==> src/rtl/control_unit.sv <==
// Multicycle Moore sequencer for the K&S processor: drives the data_path strobes,
// RAM write and halt from a registered state, with optional RAM wait cycles.
package control_unit_pkg;
    typedef enum logic [3:0] {
        I_NOP    = 4'd0,
        I_LOAD   = 4'd1,
        I_STORE  = 4'd2,
        I_MOVE   = 4'd3,
        I_ADD    = 4'd4,
        I_SUB    = 4'd5,
        I_AND    = 4'd6,
        I_OR     = 4'd7,
        I_BRANCH = 4'd8,
        I_BZERO  = 4'd9,
        I_BNZERO = 4'd10,
        I_BNEG   = 4'd11,
        I_BNNEG  = 4'd12,
        I_BOV    = 4'd13,
        I_BNOV   = 4'd14,
        I_HALT   = 4'd15
    } decoded_instruction_type;
endpackage

module control_unit
    import control_unit_pkg::*;
#(
    parameter int unsigned MEM_WAIT = 0
) (
    input  logic                    clk,
    input  logic                    rst_n,
    input  decoded_instruction_type decoded_instruction,
    input  logic                    zero_op,
    input  logic                    neg_op,
    input  logic                    unsigned_overflow,
    input  logic                    signed_overflow,
    output logic                    branch,
    output logic                    pc_enable,
    output logic                    ir_enable,
    output logic                    addr_sel,
    output logic                    c_sel,
    output logic [1:0]              operation,
    output logic                    write_reg_enable,
    output logic                    flags_reg_enable,
    output logic                    ram_write_enable,
    output logic                    halt
);

    typedef enum logic [3:0] {
        S_FETCH     = 4'd0,
        S_DECODE    = 4'd1,
        S_LOAD_ADDR = 4'd2,
        S_LOAD_WB   = 4'd3,
        S_STORE     = 4'd4,
        S_ALU       = 4'd5,
        S_BRANCH    = 4'd6,
        S_NEXT      = 4'd7,
        S_HALT      = 4'd8
    } state_t;

    typedef struct packed {
        logic       branch;
        logic       pc_enable;
        logic       ir_enable;
        logic       addr_sel;
        logic       c_sel;
        logic [1:0] operation;
        logic       write_reg_enable;
        logic       flags_reg_enable;
        logic       ram_write_enable;
        logic       halt;
    } ctrl_t;

    localparam logic [2:0] WAIT_LAST = 3'(MEM_WAIT);

    state_t     state_q, state_d;
    logic [2:0] wait_q, wait_d;
    logic       started_q, started_d;
    ctrl_t      ctrl_q, ctrl_d;

    // The carry flag is not consulted by any branch condition.
    logic unused_s;
    assign unused_s = unsigned_overflow;

    function automatic state_t decode_next(decoded_instruction_type ins, logic z, logic n, logic v);
        state_t nxt;
        case (ins)
            I_LOAD:                              nxt = S_LOAD_ADDR;
            I_STORE:                             nxt = S_STORE;
            I_ADD, I_SUB, I_AND, I_OR, I_MOVE:   nxt = S_ALU;
            I_BRANCH:                            nxt = S_BRANCH;
            I_BZERO:                             nxt = z  ? S_BRANCH : S_NEXT;
            I_BNZERO:                            nxt = !z ? S_BRANCH : S_NEXT;
            I_BNEG:                              nxt = n  ? S_BRANCH : S_NEXT;
            I_BNNEG:                             nxt = !n ? S_BRANCH : S_NEXT;
            I_BOV:                               nxt = v  ? S_BRANCH : S_NEXT;
            I_BNOV:                              nxt = !v ? S_BRANCH : S_NEXT;
            I_HALT:                              nxt = S_HALT;
            default:                             nxt = S_NEXT;
        endcase
        return nxt;
    endfunction

    // The ALU state is only ever entered straight from DECODE, so the live
    // instruction is still the one being executed when its strobes are computed.
    function automatic ctrl_t decode_ctrl(state_t st, logic [2:0] wt, decoded_instruction_type ins);
        ctrl_t c;
        c = '0;
        case (st)
            S_FETCH:     c.ir_enable = (wt == WAIT_LAST);
            S_LOAD_ADDR: c.addr_sel  = 1'b1;
            S_LOAD_WB: begin
                c.addr_sel         = 1'b1;
                c.c_sel            = 1'b1;
                c.write_reg_enable = 1'b1;
                c.pc_enable        = 1'b1;
            end
            S_STORE: begin
                c.addr_sel         = 1'b1;
                c.ram_write_enable = 1'b1;
                c.pc_enable        = 1'b1;
            end
            S_ALU: begin
                c.write_reg_enable = 1'b1;
                c.pc_enable        = 1'b1;
                case (ins)
                    I_ADD:   begin c.operation = 2'b00; c.flags_reg_enable = 1'b1; end
                    I_SUB:   begin c.operation = 2'b01; c.flags_reg_enable = 1'b1; end
                    I_AND:   begin c.operation = 2'b10; c.flags_reg_enable = 1'b1; end
                    I_OR:    begin c.operation = 2'b11; c.flags_reg_enable = 1'b1; end
                    I_MOVE:  begin c.operation = 2'b11; c.flags_reg_enable = 1'b0; end
                    default: begin c.operation = 2'b00; c.flags_reg_enable = 1'b0; end
                endcase
            end
            S_BRANCH: begin
                c.branch    = 1'b1;
                c.pc_enable = 1'b1;
            end
            S_NEXT:  c.pc_enable = 1'b1;
            S_HALT:  c.halt      = 1'b1;
            default: c = '0;
        endcase
        return c;
    endfunction

    // Next state, wait counter and the strobes that the next state will present.
    always_comb begin
        state_d   = state_q;
        wait_d    = 3'd0;
        started_d = 1'b1;
        if (!started_q) begin
            state_d = S_FETCH;
        end else begin
            case (state_q)
                S_FETCH, S_LOAD_ADDR: begin
                    if (wait_q == WAIT_LAST) begin
                        state_d = (state_q == S_FETCH) ? S_DECODE : S_LOAD_WB;
                    end else begin
                        wait_d = wait_q + 3'd1;
                    end
                end
                S_DECODE: state_d = decode_next(decoded_instruction, zero_op, neg_op, signed_overflow);
                S_LOAD_WB, S_STORE, S_ALU, S_BRANCH, S_NEXT: state_d = S_FETCH;
                S_HALT:   state_d = S_HALT;
                default:  state_d = S_FETCH;
            endcase
        end
        ctrl_d = decode_ctrl(state_d, wait_d, decoded_instruction);
    end

    // State, wait counter and output strobes; reset clears every strobe at once.
    always_ff @(posedge clk or negedge rst_n) begin
        if (!rst_n) begin
            state_q   <= S_FETCH;
            wait_q    <= 3'd0;
            started_q <= 1'b0;
            ctrl_q    <= '0;
        end else begin
            state_q   <= state_d;
            wait_q    <= wait_d;
            started_q <= started_d;
            ctrl_q    <= ctrl_d;
        end
    end

    assign branch           = ctrl_q.branch;
    assign pc_enable        = ctrl_q.pc_enable;
    assign ir_enable        = ctrl_q.ir_enable;
    assign addr_sel         = ctrl_q.addr_sel;
    assign c_sel            = ctrl_q.c_sel;
    assign operation        = ctrl_q.operation;
    assign write_reg_enable = ctrl_q.write_reg_enable;
    assign flags_reg_enable = ctrl_q.flags_reg_enable;
    assign ram_write_enable = ctrl_q.ram_write_enable;
    assign halt             = ctrl_q.halt;

endmodule
==> config.mk <==
export PLATFORM = sky130hd
export DESIGN_NAME = control_unit
export DESIGN_NICKNAME = d
export VERILOG_FILES = /design/src/rtl/control_unit.sv
export SDC_FILE = /design/constraint.sdc
export NUM_CORES = 1
export LEC_CHECK = 0
export ABC_AREA = 0
export CAP_MARGIN = 10
export CORE_MARGIN = 2
export CORE_UTILIZATION = 52
export DETAILED_ROUTE_END_ITERATION = 7
export GPL_ROUTABILITY_DRIVEN = 0
export PLACE_DENSITY_LB_ADDON = 0.12
export SETUP_SLACK_MARGIN = 0.5
export SYNTH_ARGS = -nofsm -noshare
export SYNTH_HDL_FRONTEND = slang
export SYNTH_SLANG_ARGS = --single-unit
==> constraint.sdc <==
create_clock -name clk -period 3.6 [get_ports clk]
set_input_delay 0.9 -clock clk [delete_from_list [all_inputs] [get_ports clk]]
set_output_delay 0.9 -clock clk [all_outputs]
set_load 0.1 [all_outputs]
## After elaboration in Yosys (flattened, before gate mapping)

Index checks and enable logic that the tools add are counted.

- Add/subtract/negate cells: 1
- Eq/ne operators: 25
- Muxes and demuxes: 26
- Reductions and logical operators: 11

Operators with widths:

| cell | number |
|---|---|
| $pmux W4 S11 | 1 |
| $eq A4 B4 Y1 const B | 10 |
| $eq A4 B3 Y1 const B | 8 |
| $eq A4 B2 Y1 const B | 5 |
| $mux W1 | 16 |
| $pmux W4 S3 | 1 |
| $reduce_or A5 Y1 | 2 |
| $mux W3 | 3 |
| $eq A4 B1 Y1 const B | 2 |
| $logic_not A4 Y1 | 2 |
| $mux W4 | 2 |
| $logic_not A3 Y1 | 2 |
| $pmux W2 S3 | 1 |
| $reduce_or A2 Y1 | 3 |
| $mux W2 | 2 |
| $reduce_or A4 Y1 | 1 |
| $add A3 B1 Y3 const B | 1 |
| $reduce_or A3 Y1 | 1 |

- Register bits after elaboration: 19
- Bits of input ports: 10
- Output and inout port bits: 11

## Depth between registers and ports, before layout

- Depth after elaboration: 8
- Mapped depth: 7

## Least setup slack after synthesis

OpenSTA, ideal clock, no wires.

- Kind: in2reg
- Start point: input port decoded_instruction[2]
- End point: register ctrl_q, in the netlist pc_enable
- Arrival time: 2.071 ns
- Path slack: 1.410 ns
- Stages: 6
- Cells stage by stage: clkbuf_1 -> nor4bb_1 -> a221oi_1 -> o211ai_1 -> a22o_1 -> a21o_2

RTL lines:

| what | line | source |
|---|---|---|
| start: declaration | 31 | `input decoded_instruction_type decoded_instruction,` |
| end signal: assignment | 181 | `ctrl_q <= ctrl_d;` |
| end: declaration | 78 | `ctrl_t ctrl_q, ctrl_d;` |

## Worst setup path after layout

- Start point: register ctrl_q, in the netlist operation[0]
- End point: output port operation[0]

RTL lines:

| what | line | source |
|---|---|---|
| end: declaration | 41 | `output logic [1:0] operation,` |

No word-level cell between the ends.

==> qor.json <==
{
  "synthesis": {
    "netlist-cell-type-count": 43,
    "synth_top_flop_cell": "sky130_fd_sc_hd__dfrtp_1",
    "synth_enable_flop_cells": 0,
    "post_synth_instance_area_um2": 979.7,
    "synth_seq_area_share": 0.4853,
    "yosysWarnings": 0,
    "post_synth.cell_area_avg_um2": 11.13,
    "synth_seq_cells": 19,
    "ys_async_sr_fraction": 1.000,
    "postSynthNetCount": 100,
    "syn_inst": 88
  },
  "detailed_routing": {
    "routed_wire_length_per_instance_um": 14.21,
    "postRouteAntennaNets": 0,
    "detailroute.wirelength.met3_um": 92,
    "detail_route.drc_violations": 0,
    "first_pass_iters": 4,
    "met2_wirelength_um": 966,
    "totalWireLength_um": 1890,
    "routed_via_density": 5.662,
    "maxUsedRoutingLayer": "met4",
    "detail_route.iter0.violations": 13,
    "vias": 753,
    "wl_met1_um": 795
  },
  "worst_setup_path": {
    "worstPathMaxFanout": 1,
    "list_of_cells_traversed_by_the_critical_path": "clkdlybuf4s50_1",
    "slowest_stage": "sky130_fd_sc_hd__clkdlybuf4s50_1",
    "worst_path_largest_cell_delay_ns": 1.13,
    "timing.setup.critical_path_class": "reg -> out",
    "critical_path.startpoint_type": "flip-flop",
    "cp_data_required_time_ns": 2.70,
    "worstPathArrival_ns": 1.78,
    "type_of_element_capturing_the_critical_path": "primary output",
    "timing.critical_path.max_delay_family": "buffers and inverters",
    "critical_path_buf_inv_count": 1
  },
  "timing": {
    "clk_skew_ns": 0.003054,
    "setup-tns-final_ns": 0,
    "hold_slack_ns": 0.5152,
    "min_period_ns": 2.684,
    "timing_max_transition_violations_final": 0,
    "relSlewSlack": 0.3476,
    "setup_viol": 0,
    "tightestPinTransition_ns": 0.9755,
    "max_clock_freq_ghz": 0.3725,
    "timing_hold_violations_final": 0,
    "grt_setup_unrepaired": "no",
    "timing.final.crit_share": 0.7457
  },
  "floorplanning": {
    "pin_count": 21,
    "die_x_um": 47.41,
    "height_of_the_die_um": 47.41,
    "floorplan.rows": 15,
    "die_area_mm2": 0.002247,
    "placeableCoreArea_mm2": 0.001745,
    "initial_cell_density_of_the_core": 0.5613
  },
  "finish": {
    "largest_register_ff_count": 4,
    "final_core_utilization": 0.6939,
    "layout.filler_cells": 131,
    "area.sequential_um2": 475.5,
    "largest-register": "state_q",
    "area_delta_synth_final_pct": 23.63,
    "fin_nets": 121,
    "diodes": 0,
    "final_design_area_no_fill_mm2": 0.001211,
    "final_layout_size_suffix_gt1_frac": 0.1574,
    "multi_input_comb_area_um2": 471.7
  },
  "clock_network": {
    "cts_buffers": 3,
    "max-clock-path-buffers": 2,
    "h-tree-depth": 1,
    "hold_bufs_at_cts": 0,
    "clk_root_buffer_cell": "sky130_fd_sc_hd__clkbuf_4",
    "clock_network_latency_to_the_later_pin_of_the_worst_skew_pair_ns": 0.30,
    "postCtsResizedCells": 0,
    "clkSlewWorstSetupHoldPaths_ns": 0.10,
    "post-cts-setup-buffers": 0,
    "cts.sinks": 19,
    "tritoncts": "yes"
  },
  "power": {
    "design_power_total_mw": 0.7738,
    "power.clock.fraction": 0.137,
    "cellLeakagePower_nw": 0.5261,
    "seq_power_share": 0.354,
    "portion_of_total_power_attributed_to_combinational_logic": 0.509,
    "power_report.internal_total_mw": 0.4122,
    "pwr_density_cell_mw_per_mm2": 638.9,
    "power.net_switching_mw": 0.3617,
    "power.ir.vdd_worst_uv": 297.4,
    "power_switching_share": 0.4674
  },
  "global_route": {
    "grt_pass1_wl_um": 3084,
    "grt_antenna_before_repair": 0,
    "groute.usage.overall": 0.1995,
    "grt-ovfl-total": 0,
    "grt_pass1_vias": 720,
    "grt_start_max_net_pins": 20
  },
  "placed_design": {
    "io_buffer_count": 19,
    "place_hpwl_um": 1424,
    "placedInstanceArea_mm2": 0.001185
  },
  "flow_run": {
    "cap_violations": 0
  },
  "min_path": {
    "min_path_type": "reg -> reg"
  },
  "run_status": {
    "outcome": "finished, final reports clean"
  }
}
## cells by family after synthesis
kind of cell | after synthesis | synth area share
AO/OA/AOI/OAI | 19 | 0.1507
XOR/XNOR | 1 | 0.008942
adder cells (fa/ha/maj) | 3 | 0.03576
buffers and inverters | 8 | 0.03320
flip-flops | 19 | 0.4853
multiplexers | 2 | 0.02044
other | 1 | 0.003828
AND/OR/NAND/NOR | 35 | 0.2618
## routing by layer
layer	up-vias	track usage
met5	-	0
met2	24	0.3541
met3	5	0.03462
met4	0	0.08333
met1	362	0.2349
li1	362	-
## power by group through the flow
stage / Combinational, mW / Clock, mW / Sequential, mW
floorplan: 0.140 / 0 / 0.442
global placement: 0.390 / 0 / 0.275
detailed placement: 0.393 / 0 / 0.278
CTS: 0.395 / 0.112 / 0.274
global route: 0.415 / 0.116 / 0.279
finish: 0.394 / 0.106 / 0.274
## final timing paths
kind	startpoint	slack, ns	to	depth (start not counted)
worst max-delay path	operation[0]$_DFF_PN0_	0.92	operation[0]	1
worst min-delay path	wait_q[0]$_DFF_PN0_	0.52	wait_q[0]$_DFF_PN0_	1
worst max register to register	wait_q[0]$_DFF_PN0_	1.63	write_reg_enable$_DFF_PN0_	7
worst min register to register	wait_q[0]$_DFF_PN0_	0.52	wait_q[0]$_DFF_PN0_	1
max in group asynchronous	rst_n	2.04	state_q[2]$_DFF_PN0_	1
min in group asynchronous	rst_n	1.06	branch$_DFF_PN0_	1
## per-stage QoR
step                cells  worst slack, ns
finish                133           0.9156
global route          133           0.8684
CTS                   133           0.8954
detailed placement    129           0.8366
global placement      129           0.8462
floorplan              88            1.410
## layout by cell type, fill, tap and decap left out, drive strengths merged, types with 3 or more instances in the layout
master / n
dfrtp: 19
nor2: 8
nand2: 3
inv: 5
nand2b: 3
clkbuf: 4
o21ai: 5
nor4: 3
a21oi: 3
clkdlybuf4s50: 18
nor3: 4
## cells in the mapped netlist (2+ instances only)
cell type / instances / area share
sky130_fd_sc_hd__nor2_1: 7 / 0.027
sky130_fd_sc_hd__and4bb_2: 2 / 0.026
sky130_fd_sc_hd__inv_1: 5 / 0.019
sky130_fd_sc_hd__ha_1: 2 / 0.026
sky130_fd_sc_hd__nor3_2: 2 / 0.020
sky130_fd_sc_hd__dfrtp_1: 19 / 0.49
sky130_fd_sc_hd__a32oi_1: 2 / 0.018
sky130_fd_sc_hd__nand2b_1: 3 / 0.019
sky130_fd_sc_hd__nor4_1: 3 / 0.019
sky130_fd_sc_hd__o21ai_0: 3 / 0.015
sky130_fd_sc_hd__nand3_1: 2 / 0.010
sky130_fd_sc_hd__a21oi_1: 3 / 0.015
sky130_fd_sc_hd__mux2i_1: 2 / 0.020
sky130_fd_sc_hd__nor3_1: 2 / 0.010
sky130_fd_sc_hd__nand2_1: 2 / 0.0077
sky130_fd_sc_hd__buf_2: 2 / 0.010
## area by class of cell
| type | count | area share |
|---|---|---|
| sequential | 19 | 0.3926 |
| multi-input combinational | 61 | 0.3895 |
| timing repair buffer | 19 | 0.1550 |
| inverter | 5 | 0.01550 |
| clock buffer | 4 | 0.02169 |
| tap | 25 | 0.02583 |
Power figures use the tool's default switching activity.
